<file path="config.mk">
export PLATFORM = sky130hd
export DESIGN_NAME = priority_decoder_acc
export DESIGN_NICKNAME = d
export VERILOG_FILES = /design/src/rtl/priority_decoder_acc.sv
export SDC_FILE = /design/constraint.sdc
export NUM_CORES = 1
export LEC_CHECK = 0
export BUFFER_PORTS_ARGS = -buffer_cell sky130_fd_sc_hd__buf_2
export CAP_MARGIN = 20
export CORE_ASPECT_RATIO = 1.5
export CORE_MARGIN = 2
export CORE_UTILIZATION = 40
export DETAILED_ROUTE_END_ITERATION = 10
export GPL_TIMING_DRIVEN = 0
export HOLD_SLACK_MARGIN = 0.03
export PLACE_DENSITY = 0.71
export SLEW_MARGIN = 20
export SYNTH_ARGS = -nofsm -noshare
export SYNTH_HDL_FRONTEND = slang
export SYNTH_SLANG_ARGS = --single-unit
</file>
<file path="constraint.sdc">
create_clock -name clk -period 8.9 [get_ports clk]
set_clock_uncertainty 0.15 [all_clocks]
set_input_delay 0.89 -clock clk [delete_from_list [all_inputs] [get_ports clk]]
set_output_delay 0.89 -clock clk [all_outputs]
set_load 0.03 [all_outputs]
</file>
<file path="src/rtl/priority_decoder_acc.sv">
// Rebuilds a data word from a stream of priority-coder bit positions, emitting word + popcount on last.
// Optional PRIO_DEC_DUP_CHECK_EN adds dup_err, flagging a frame that repeated a bit position.
module priority_decoder_acc #(
  parameter int WIDTH = 16,
  parameter int POS_W = 4
) (
  input  logic             clk,
  input  logic             rst_n,
  input  logic             in_valid,
  output logic             in_ready,
  input  logic [POS_W-1:0] in_pos,
  input  logic             in_empty,
  input  logic             in_last,
  output logic             out_valid,
  input  logic             out_ready,
  output logic [WIDTH-1:0] out_data,
  output logic [POS_W:0]   out_count
`ifdef PRIO_DEC_DUP_CHECK_EN
  ,
  output logic             dup_err
`endif
);

  typedef enum logic {ACCUM, HOLD} state_t;

  state_t           state;
  logic [WIDTH-1:0] acc, acc_next, onehot;
  logic             take, take_last;

  function automatic logic [POS_W:0] popcnt(input logic [WIDTH-1:0] v);
    logic [POS_W:0] c;
    c = '0;
    for (int i = 0; i < WIDTH; i++) c = c + (POS_W+1)'(v[i]);
    return c;
  endfunction

  assign out_valid = (state == HOLD);
  assign in_ready  = !out_valid | out_ready;
  assign take      = in_valid & in_ready;
  assign take_last = take & in_last;
  // An empty token contributes no bit; in_pos is a don't-care then.
  assign onehot    = in_empty ? '0 : (WIDTH'(1) << in_pos);
  assign acc_next  = acc | onehot;

`ifdef PRIO_DEC_DUP_CHECK_EN
  logic dup, hit;
  assign hit = |(acc & onehot);
`endif

  always_ff @(posedge clk or negedge rst_n) begin
    if (!rst_n) begin
      state     <= ACCUM;
      acc       <= '0;
      out_data  <= '0;
      out_count <= '0;
`ifdef PRIO_DEC_DUP_CHECK_EN
      dup       <= 1'b0;
      dup_err   <= 1'b0;
`endif
    end else begin
      unique case (state)
        ACCUM: if (take_last) state <= HOLD;
        // A drain coinciding with a new last token reloads and stays in HOLD.
        HOLD:  if (out_ready && !take_last) state <= ACCUM;
        default: state <= ACCUM;
      endcase
      if (take) begin
        if (in_last) begin
          out_data  <= acc_next;
          out_count <= popcnt(acc_next);
          acc       <= '0;
`ifdef PRIO_DEC_DUP_CHECK_EN
          dup_err   <= dup | hit;
          dup       <= 1'b0;
`endif
        end else begin
          acc <= acc_next;
`ifdef PRIO_DEC_DUP_CHECK_EN
          if (hit) dup <= 1'b1;
`endif
        end
      end
    end
  end

endmodule

</file>
==> run_results.csv <==
group,metric,value,unit
die,rows,31,
clock_network,numCtsBuffers,5,
synth,ys_types,29,
die,fp.dieW,60.9,um
timing,setup_tns,0,ns
power,netSwitchingPower,0.117,mW
placed_design,numPortBuffers,31,
route,drcViolationCount,0,
die,initial_core_util,40.8,%
critical_path,crit_required,8.97,ns
power,p_int,0.265,mW
outcome,status,"complete, no violations",
route,wirelength,4300,um
route,wire_per_inst,14.7,um
critical_path,critPathBufInv,5,
synth,ys_ff_latch,38,
critical_path,crit_slowest_cell,"fa_1",
cells_and_area,multi_input_area,872,um2
critical_path,critPathCaptureType,"flop",
critical_path,start_kind,"primary input",
cells_and_area,n_fill_cell,469,
clock_network,post_cts_buffers,0,
clock_network,clock_latency,0.29,ns
route,ant_nets,0,
timing,hold_violations,0,
global_routing,first_global_vias,1441,
synth,yosys-top-cells-area,"dfrtp_1 (49%), fa_1 (10%), o21ai_0 (9.0%)",
placed_design,dp_hpwl,3260,um
critical_path,cpLargestDelayFamily,"adder cells",
synth,seq_area_frac_synth,48.9,%
clock_network,cts-root-buf,"clkbuf_8",
synth,synth_area,1940,um2
global_routing,grt_use_met2,30.9,%
timing,period_share,55.0,%
timing,setup_viol,0,
power,total_power,0.382,mW
route,vias,1489,
die,ios,33,
global_routing,grt_pass1_wl,6980,um
synth,synth_fp_nets,213,
timing,final.min_clock_period,4.90,ns
cells_and_area,instances_no_fill,293,
critical_path,path_cells,"buf_2 -> nor3b_1 -> a21oi_1 -> fa_1 -> inv_1 -> fa_1 -> inv_1 -> fa_1 -> inv_1 -> fa_1 -> ha_1 -> inv_1 -> fa_1 -> nor2b_1 -> o21ai_0 -> o21ai_0",
timing,drv_slew,0,
synth,synth_cells,188,
timing,maxSlewHeadroom,41.7,%
global_routing,met1_usage,20.6,%
critical_path,arrival,4.97,ns
critical_path,slowest_delay,0.59,ns
timing,rsz0062_at_grt,"false",
synth,synth_top_area_share,48.9,%
power,leakage,1.23,nW
critical_path,critical_path_class,"in2reg",
global_routing,grt_max_degree,39,
power,switching_share,30.7,%
flow_run,max-cap-violations,0,
global_routing,grt_antenna_before_repair,0,
power,p_comb_share,18.5,%
cells_and_area,regArea,951,um2
critical_path,critical_path.max_fanout,4,
route,drtPass1Iterations,4,
route,via_per_inst,5.08,
global_routing,globalRoute.totalOverflow,0,
cells_and_area,n_antenna_cell,0,
cells_and_area,nets,251,
power,p_seq_share,48.3,%
placed_design,gp_congestion,0.850,
synth,avgSynthCellArea,10.3,um2
power,p_per_area,168,nW/um2
clock_network,htreeDepth,2,
global_routing,grt.busiest_layer,"met2",
route,first_iter_violations,32,
timing,max_freq,204,MHz
placed_design,place_inst,285,
critical_path,crit_top_cell,"fa_1",
power,ir_worst_vdd,0.0828,mV
power,pwr-share-clk,33.3,%
clock_network,cts_hold_buf,0,
cells_and_area,area_delta_synth_final,17.1,%
global_routing,grtUsageMet3,3.91,%
die,core_region_area,4770,um2
timing,tightest_slew,0.874,ns
cells_and_area,drive_gt1_share,23.3,%
synth,ys_warn_count,0,
global_routing,grt.total_usage,17.6,%
die,die_area,5450,um2
clock_network,cts.sink_count,38,
clock_network,cts_tree,"done",
die,die-height,89.4,um
clock_network,cts_resized,0,
synth,synth_largest_area_cell,"dfrtp_1",
clock_network,cts_buffer_depth,2,
clock_network,clkTransAtPathRegs,0.08,ns
worst_hold_path,worstHoldPathType,"reg2reg",
==> worst min-delay path, stage by stage (launching register included) <==
cell and delay, ns:
dfrtp_1 0.34, o21ai_0 0.07, o21ai_0 0.07
==> layer usage <==
layer	wire length [um]	vias up
li1	-	722
met1	1740	733
met2	2340	29
met3	144	5
met4	68	0
met5	0	-
==> worst paths after layout <==
kind,slack (ns),depth (start not counted),endpoint,from
worst max-delay path,4.00,16,out_count[4],in_pos[1]
worst max register to register,4.83,14,out_count[4],acc[3]
min in group asynchronous,0.55,1,acc[11],rst_n
max in group asynchronous,7.49,1,out_data[6],rst_n
worst min-delay path,0.36,2,out_data[5],out_data[5]
worst min register to register,0.36,2,out_data[5],out_data[5]
==> through the flow <==
step                      area [um2]  utilization, %  setup WS [ns]  hold slack (ns)
final                           2280            47.7           4.00            0.355
after global routing            2280            47.7           3.76            0.375
after CTS                       2280            47.7           3.99            0.363
after detailed placement        2180            45.7           3.70            0.344
after global placement          2180            45.7           3.72            0.338
after floorplan                 1940               -           4.30            0.346
==> placed cells by master, fill, tap and decap left out <==
cell type   synthesis  layout
xor2_1              1       1
and2b_1             1       1
nor2_1              2       2
clkinv_2            0       1
o31ai_1             1       1
nand3_1             2       2
mux2_2              4       4
o211a_1             3       3
a31oi_1             2       2
o21ai_0            35      35
nor2b_4             1       1
and3b_1             1       1
nor2b_1             2       2
or3_1               1       1
a31o_2              2       2
inv_1              22      22
buf_2               4      35
clkbuf_8            0       6
and3b_2             1       1
dfrtp_1            38      38
nor3b_1             2       2
clkinvlp_4          0       1
fa_1               10      10
nand2_1             1       1
ha_1                5       5
a21oi_1            25      25
nand2_2             1       1
clkbuf_1            5       5
nor2_2              1       1
a21boi_0            1       1
nor3_1             13      13
a21o_1              1       1
==> power by group through the flow <==
stage / sequential (mW) / clock (mW) / combinational (mW)
3_3_place_gp: 0.188 / 0 / 0.0711
3_5_place_dp: 0.188 / 0 / 0.0712
4_1_cts: 0.185 / 0.128 / 0.0715
6_report: 0.185 / 0.127 / 0.0707
2_1_floorplan: 0.204 / 0 / 0.0315
5_1_grt: 0.186 / 0.136 / 0.0779
==> state kept, by name, indices dropped and copies added (netlist names) <==
signal	flops
acc	16
out_count	5
out_valid	1
out_data	16
==> kinds of logic after synthesis <==
kind of cell,count (synthesis),synth area share (%)
adders and majority gates,15,13.5
xor gates and xnor gates,1,0.451
buffers and inverters,31,6.24
DFF,38,48.9
muxes,4,2.32
and+or+nand+nor,29,8.88
AOI/OAI and AO/OA,70,19.7
==> cell usage after synthesis <==
cell / n
nor2b_1: 2
nand2_1: 1
a31o_2: 2
mux2_2: 4
nand2_2: 1
o31ai_1: 1
and3b_1: 1
nor2b_4: 1
nor3b_1: 2
dfrtp_1: 38
a31oi_1: 2
nand3_1: 2
buf_2: 4
inv_1: 22
o211a_1: 3
a21o_1: 1
a21boi_0: 1
fa_1: 10
or3_1: 1
xor2_1: 1
and3b_2: 1
nor3_1: 13
o21ai_0: 35
a21oi_1: 25
and2b_1: 1
nor2_2: 1
clkbuf_1: 5
nor2_1: 2
ha_1: 5
==> layout make-up <==
class,count,share of cell area (%)
sequential,38,41.8
multi-input combinational,119,38.3
timing repair buffer,31,6.81
clock buffer,6,3.63
inverter,22,3.63
tap,66,3.63
buffer,9,1.70
clock inverter,2,0.549
Note: power is estimated with default switching activity, not from simulation.
